[src/rtl/adder_2stage_pkg.sv]
// Shared constants for the two-stage pipelined adder: default width, half-width helper
// and the pipeline latencies seen by benches in each build.
package adder_2stage_pkg;

  localparam int DEFAULT_WIDTH = 32;
  localparam int LAT_BASE      = 2;
  localparam int LAT_IN_REG    = 3;

  function automatic int half_w(input int width);
    return width / 2;
  endfunction

endpackage

[src/rtl/adder_half.sv]
// Combinational HALF-bit adder with carry-in and carry-out; one instance per pipeline stage.
module adder_half #(
  parameter int HALF = 16
) (
  input  logic [HALF-1:0] a,
  input  logic [HALF-1:0] b,
  input  logic            cin,
  output logic [HALF-1:0] sum,
  output logic            cout
);

  logic [HALF:0] full;

  assign full = {1'b0, a} + {1'b0, b} + {{HALF{1'b0}}, cin};
  assign sum  = full[HALF-1:0];
  assign cout = full[HALF];

endmodule

[src/rtl/adder_2stage.sv]
// Two-stage pipelined unsigned adder: lower half plus carry in stage 1, upper half in stage 2.
// Optional input register stage selected by `define ADDER_2STAGE_IN_REG_EN (latency 3 instead of 2).
module adder_2stage
  import adder_2stage_pkg::*;
#(
  parameter int WIDTH = DEFAULT_WIDTH
) (
  input  logic             clock,
  input  logic             reset,
  input  logic [WIDTH-1:0] in_1,
  input  logic [WIDTH-1:0] in_2,
  output logic [WIDTH:0]   out_sum
);

  localparam int HALF = half_w(WIDTH);

  logic [WIDTH-1:0] a_p0;
  logic [WIDTH-1:0] b_p0;

  // Stage 0: operands presented to the lower-half adder
`ifdef ADDER_2STAGE_IN_REG_EN
  always_ff @(posedge clock or negedge reset) begin
    if (!reset) begin
      a_p0 <= '0;
      b_p0 <= '0;
    end else begin
      a_p0 <= in_1;
      b_p0 <= in_2;
    end
  end
`else
  assign a_p0 = in_1;
  assign b_p0 = in_2;
`endif

  logic [HALF-1:0] lo_sum_c;
  logic            c_mid_c;

  adder_half #(.HALF(HALF)) u_lo (
    .a    (a_p0[HALF-1:0]),
    .b    (b_p0[HALF-1:0]),
    .cin  (1'b0),
    .sum  (lo_sum_c),
    .cout (c_mid_c)
  );

  logic [HALF-1:0] lo_sum_p1;
  logic            c_mid_p1;
  logic [HALF-1:0] hi_a_p1;
  logic [HALF-1:0] hi_b_p1;

  // Stage 1: lower-half sum, mid carry and untouched upper halves
  always_ff @(posedge clock or negedge reset) begin
    if (!reset) begin
      lo_sum_p1 <= '0;
      c_mid_p1  <= 1'b0;
      hi_a_p1   <= '0;
      hi_b_p1   <= '0;
    end else begin
      lo_sum_p1 <= lo_sum_c;
      c_mid_p1  <= c_mid_c;
      hi_a_p1   <= a_p0[WIDTH-1:HALF];
      hi_b_p1   <= b_p0[WIDTH-1:HALF];
    end
  end

  logic [HALF-1:0] hi_sum_c;
  logic            c_out_c;

  adder_half #(.HALF(HALF)) u_hi (
    .a    (hi_a_p1),
    .b    (hi_b_p1),
    .cin  (c_mid_p1),
    .sum  (hi_sum_c),
    .cout (c_out_c)
  );

  // Stage 2: full-width result with carry-out as MSB
  always_ff @(posedge clock or negedge reset) begin
    if (!reset) begin
      out_sum <= '0;
    end else begin
      out_sum <= {c_out_c, hi_sum_c, lo_sum_p1};
    end
  end

endmodule

[config.mk]
export PLATFORM = sky130hd
export DESIGN_NAME = adder_2stage
export DESIGN_NICKNAME = d
export VERILOG_FILES = /design/src/rtl/adder_2stage_pkg.sv /design/src/rtl/adder_half.sv /design/src/rtl/adder_2stage.sv
export SDC_FILE = /design/constraint.sdc
export NUM_CORES = 1
export LEC_CHECK = 0
export CORE_UTILIZATION = 40
export DETAILED_ROUTE_END_ITERATION = 8
export GPL_ROUTABILITY_DRIVEN = 0
export PLACE_DENSITY = 0.72
export SETUP_SLACK_MARGIN = 0.5
export SLEW_MARGIN = 20
export SYNTH_ARGS = -nofsm -noshare
export SYNTH_HDL_FRONTEND = slang
export SYNTH_SLANG_ARGS = --single-unit
[constraint.sdc]
create_clock -name clock -period 2.9 [get_ports clock]
set_clock_uncertainty 0.2 [all_clocks]
set_input_delay 0.87 -clock clock [delete_from_list [all_inputs] [get_ports clock]]
set_output_delay 0.87 -clock clock [all_outputs]
set_load 0.005 [all_outputs]
==> results list, run 1 <==
- Post-layout nets: about 500
- For this configuration, the core starts out at a cell density of about two fifths.
- Summed over all cells, the static leakage comes to roughly 2.4 nW.
- The number of endpoints with negative hold slack in the final report was 0.
- Hold_sp: lo_sum_p1[9]
- The floorplan has 33 rows.
- Timing would allow up to between 400 and 500 MHz.
- Run status: completed
- The first routing iteration left a little under 60 violations.
- In this run the horizontal extent of the chip is 95.3 µm.
- In this run the worst hold path is classified as reg -> reg.
* CTS sink count: 82
- Post-route DRC violation count: 0
- Yosys printed 0 warnings.
- Cells along the critical path: buf_6 > ha_4 > fa_2 > a211oi_2 > nor2_2 > o32a_4 > a31oi_4 > o21ai_1 > a21o_1
- Relative to the synthesized area, the layout overhead comes to 53.3%.
- Counting instances, the worst hold path has a depth of 0.
- Share of the core filled with cells in the final layout: 64.3%
- Sum of overflow across all layers after global routing: 0
- The first global-routing pass estimated 10.9 mm of wire.
* Worst-case clock buffer depth: 2
* Post-route clock period utilization: a little under nine tenths
- Pin count of the biggest net entering global routing: 46
* Reg2reg setup slack: approximately 0.45 ns
- Dividing the detail-routed wire length by the instance count gives approximately 13 µm.
- Highest fanout seen on the critical path: 3
- In the final layout, the share of cells above drive strength 1 is around a quarter.
* Sort of element at the end of the critical path: flip-flop
- Total number of vias: about 2500
* CTS H-tree lvls: 3
- Final WL: about 7 mm
- After synthesis, the share of flip-flops with an asynchronous set or reset is 100%.
- Counting every net in the synthesized netlist gives approximately 360.
- Hold is met by approximately 0.15 ns.
* Number of flops mapped to enable cells by yosys: 0
- Part of the Yosys area used for sequential elements: about three fifths
- Final Slew Violations: 0
- Number of port buffers: 98
- Slew at the pin closest to its max-slew limit: between 0.4 and 0.5 ns
- STA classifies the critical path startpoint as an input pin.
* Number of distinct standard cells referenced by the synthesized netlist: between 40 and 50
- The critical path in this run is classified as in -> reg.
- After clock tree synthesis, the clock-pin slew on the worst setup and hold paths is ~0.080 ns.
- Per-instance average area after synthesis: between 10 and 15 µm²
* Via count of the first global-routing pass: 2443
- CP required: between 2 and 3 ns
- Power spread over the standard cell area amounts to between 500 and 600 nW/µm².
- DIE AREA: about 9100 µm²
- Number of CTS-inserted buffers: 9
* Placeable Area: roughly 8300 µm²
* Unrepaired setup endpoints after global routing: yes
- The clock period could shrink to around 2.5 ns.
- Die height: between 90 and 100 µm
- Worst-case vdd ir drop: ~0.26 mV
- Standard cell with the maximum stage delay on the critical path: fa_2
- Data on the critical path arrives at its endpoint at between 2 and 3 ns.
- The startpoint identified for the worst register-to-register timing path is hi_b_p1[0].
- Antenna viol nets, final: 0
* Total of hold buffers inserted after clock tree synthesis: 0
* Final number of setup-violating endpoints: 0
- In the global route stage, overall resource usage came out at between 15 and 20%.
- Antenna violations before repair: 0
* Worst-case reg-to-reg path depth: 8
- Sink of the worst hold path: out_sum[9]
- Clock latency on the worst-skew pair, taken at its later pin, is 0.34 ns.
* Final antenna diode count: 0
* Capturing point of the worst reg2reg path: out_sum[30]
- The tree is rooted in a clkbuf_8.
* Max-slew headroom at the worst pin: 68.6%
- Of all cell types, the one taking the most synthesized area is dfrtp_1.
* Main synth FF type: dfrtp_1
- TritonCTS built the clock tree.
- After detailed routing, the number of vias per cell comes to between 4 and 5.
- Cell count after synthesis: roughly 260
* Proportion of netlist area held by the largest area contributor: 59.0%
- Yosys reg bits: 82
- Slowest stage delay, CP: around 0.34 ns
* Max capacitance violation total: 0
* Top cells by area in the synthesized netlist: dfrtp_1, ha_1, xnor2_1, a21oi_1, xor2_1
- For this design the top-level I/O count stands at 99.
* HPWL reported at the end of detailed placement: 5.13 mm
* TritonRoute pass-1 iters: 4
* Mapped Area: 3480 µm²
cell usage in the layout (no fill, tap or decap), drive strengths merged, types with 5 or more instances in the layout:
master / instances
nor2: 13
a21oi: 23
clkbuf: 12
o21bai: 5
xor2: 10
dlygate4sd2: 11
o21a: 6
buf: 35
nand2: 12
dlymetal6s2s: 7
clkdlybuf4s50: 75
ha: 31
dfrtp: 82
a21o: 8
xnor2: 16
o21ai: 15
state kept, by name, indices dropped and copies added, names as in the netlist:
name,flops
hi_b_p1,16
hi_a_p1,16
out_sum,33
lo_sum_p1,16
c_mid_p1,1
Yosys cell counts (2+ instances only):
library cell   n
a21o_1         8
nor2_1        13
nand3_1        3
dfrtp_1       82
nand4_1        4
a211oi_1       3
o21a_1         6
o21ai_0       14
ha_1          31
xnor2_1       16
nand2_1       12
a21oi_1       22
inv_1          3
o21bai_1       5
a211o_2        2
fa_1           3
nor2b_1        2
xor2_1        10
a211o_1        2
power by group:
group	internal, mW	switching [mW]
sequential	1.31	0.0461
clock	0.444	0.372
combinational	0.470	0.316
routing by layer:
layer	part of all wire, %	GRT usage, %
met1	39	18.0
met2	52	26.3
met3	7.4	5.74
met4	2.1	8.71
met5	0	0
logic make-up after synthesis:
| kind of cell | count (synthesis) | synth area share (%) |
|---|---|---|
| simple gates | 39 | 5.07 |
| flops | 82 | 59.0 |
| fa+ha+maj | 34 | 12.9 |
| compound gates | 77 | 15.8 |
| mux | 1 | 0.288 |
| xor+xnor | 26 | 6.54 |
| buf+inv | 4 | 0.431 |
through the flow:
stage | TNS (ns) | setup WS (ns) | total power [mW] | std cells | instance area (µm²)
global route | 0 | 0.355 | 3.12 | 512 | 5330
global placement | -2.34 | -0.348 | 2.06 | 484 | 4770
CTS | 0 | 0.362 | 2.95 | 507 | 5170
detailed placement | -2.85 | -0.394 | 2.07 | 484 | 4770
finish | 0 | 0.404 | 2.95 | 512 | 5330
floorplan | 0 | 0.189 | 1.67 | 263 | 3510
critical path: cells and delay by family:
kind / cells / cell delay [ns]
AOI/OAI and AO/OA: 5 / 0.99
adders and majority gates: 2 / 0.49
buffers and inverters: 1 / 0.10
and+or+nand+nor: 1 / 0.07
worst max path at each step:
stage | start | end | slack, ns | cells after the start
global placement | in_1[0] | c_mid_p1 | -0.35 | 9
floorplan | in_1[0] | c_mid_p1 | 0.19 | 8
global route | in_2[0] | c_mid_p1 | 0.36 | 9
detailed placement | in_1[0] | lo_sum_p1[10] | -0.39 | 9
CTS | in_2[0] | lo_sum_p1[10] | 0.36 | 9
finish | in_2[0] | c_mid_p1 | 0.40 | 9
area by class of cell:
class | count | area, µm²
Sequential cell | 82 | 2050
Timing Repair Buffer | 129 | 1230
Clock inverter | 4 | 50.0
Clock buffer | 12 | 155
Inverter | 3 | 11.3
Tap cell | 105 | 131
Fill cell | 614 | 2970
Multi-Input combinational cell | 177 | 1700
what timing repair did:
item | in CTS | in global routing
resized for setup | 56 | 26
gates cloned | 0 | 0
pin swaps | 30 | 21
buffers inserted | 7 | 5
endpoints found under the setup margin | 18 | 16
Power figures use the tool's default switching activity.
==> run 2, diff against run 1 <==
- CAP_MARGIN: not set -> 20
==> results of run 2 <==
Same layout as run 1: the final DEF is identical, and so are final timing and power.
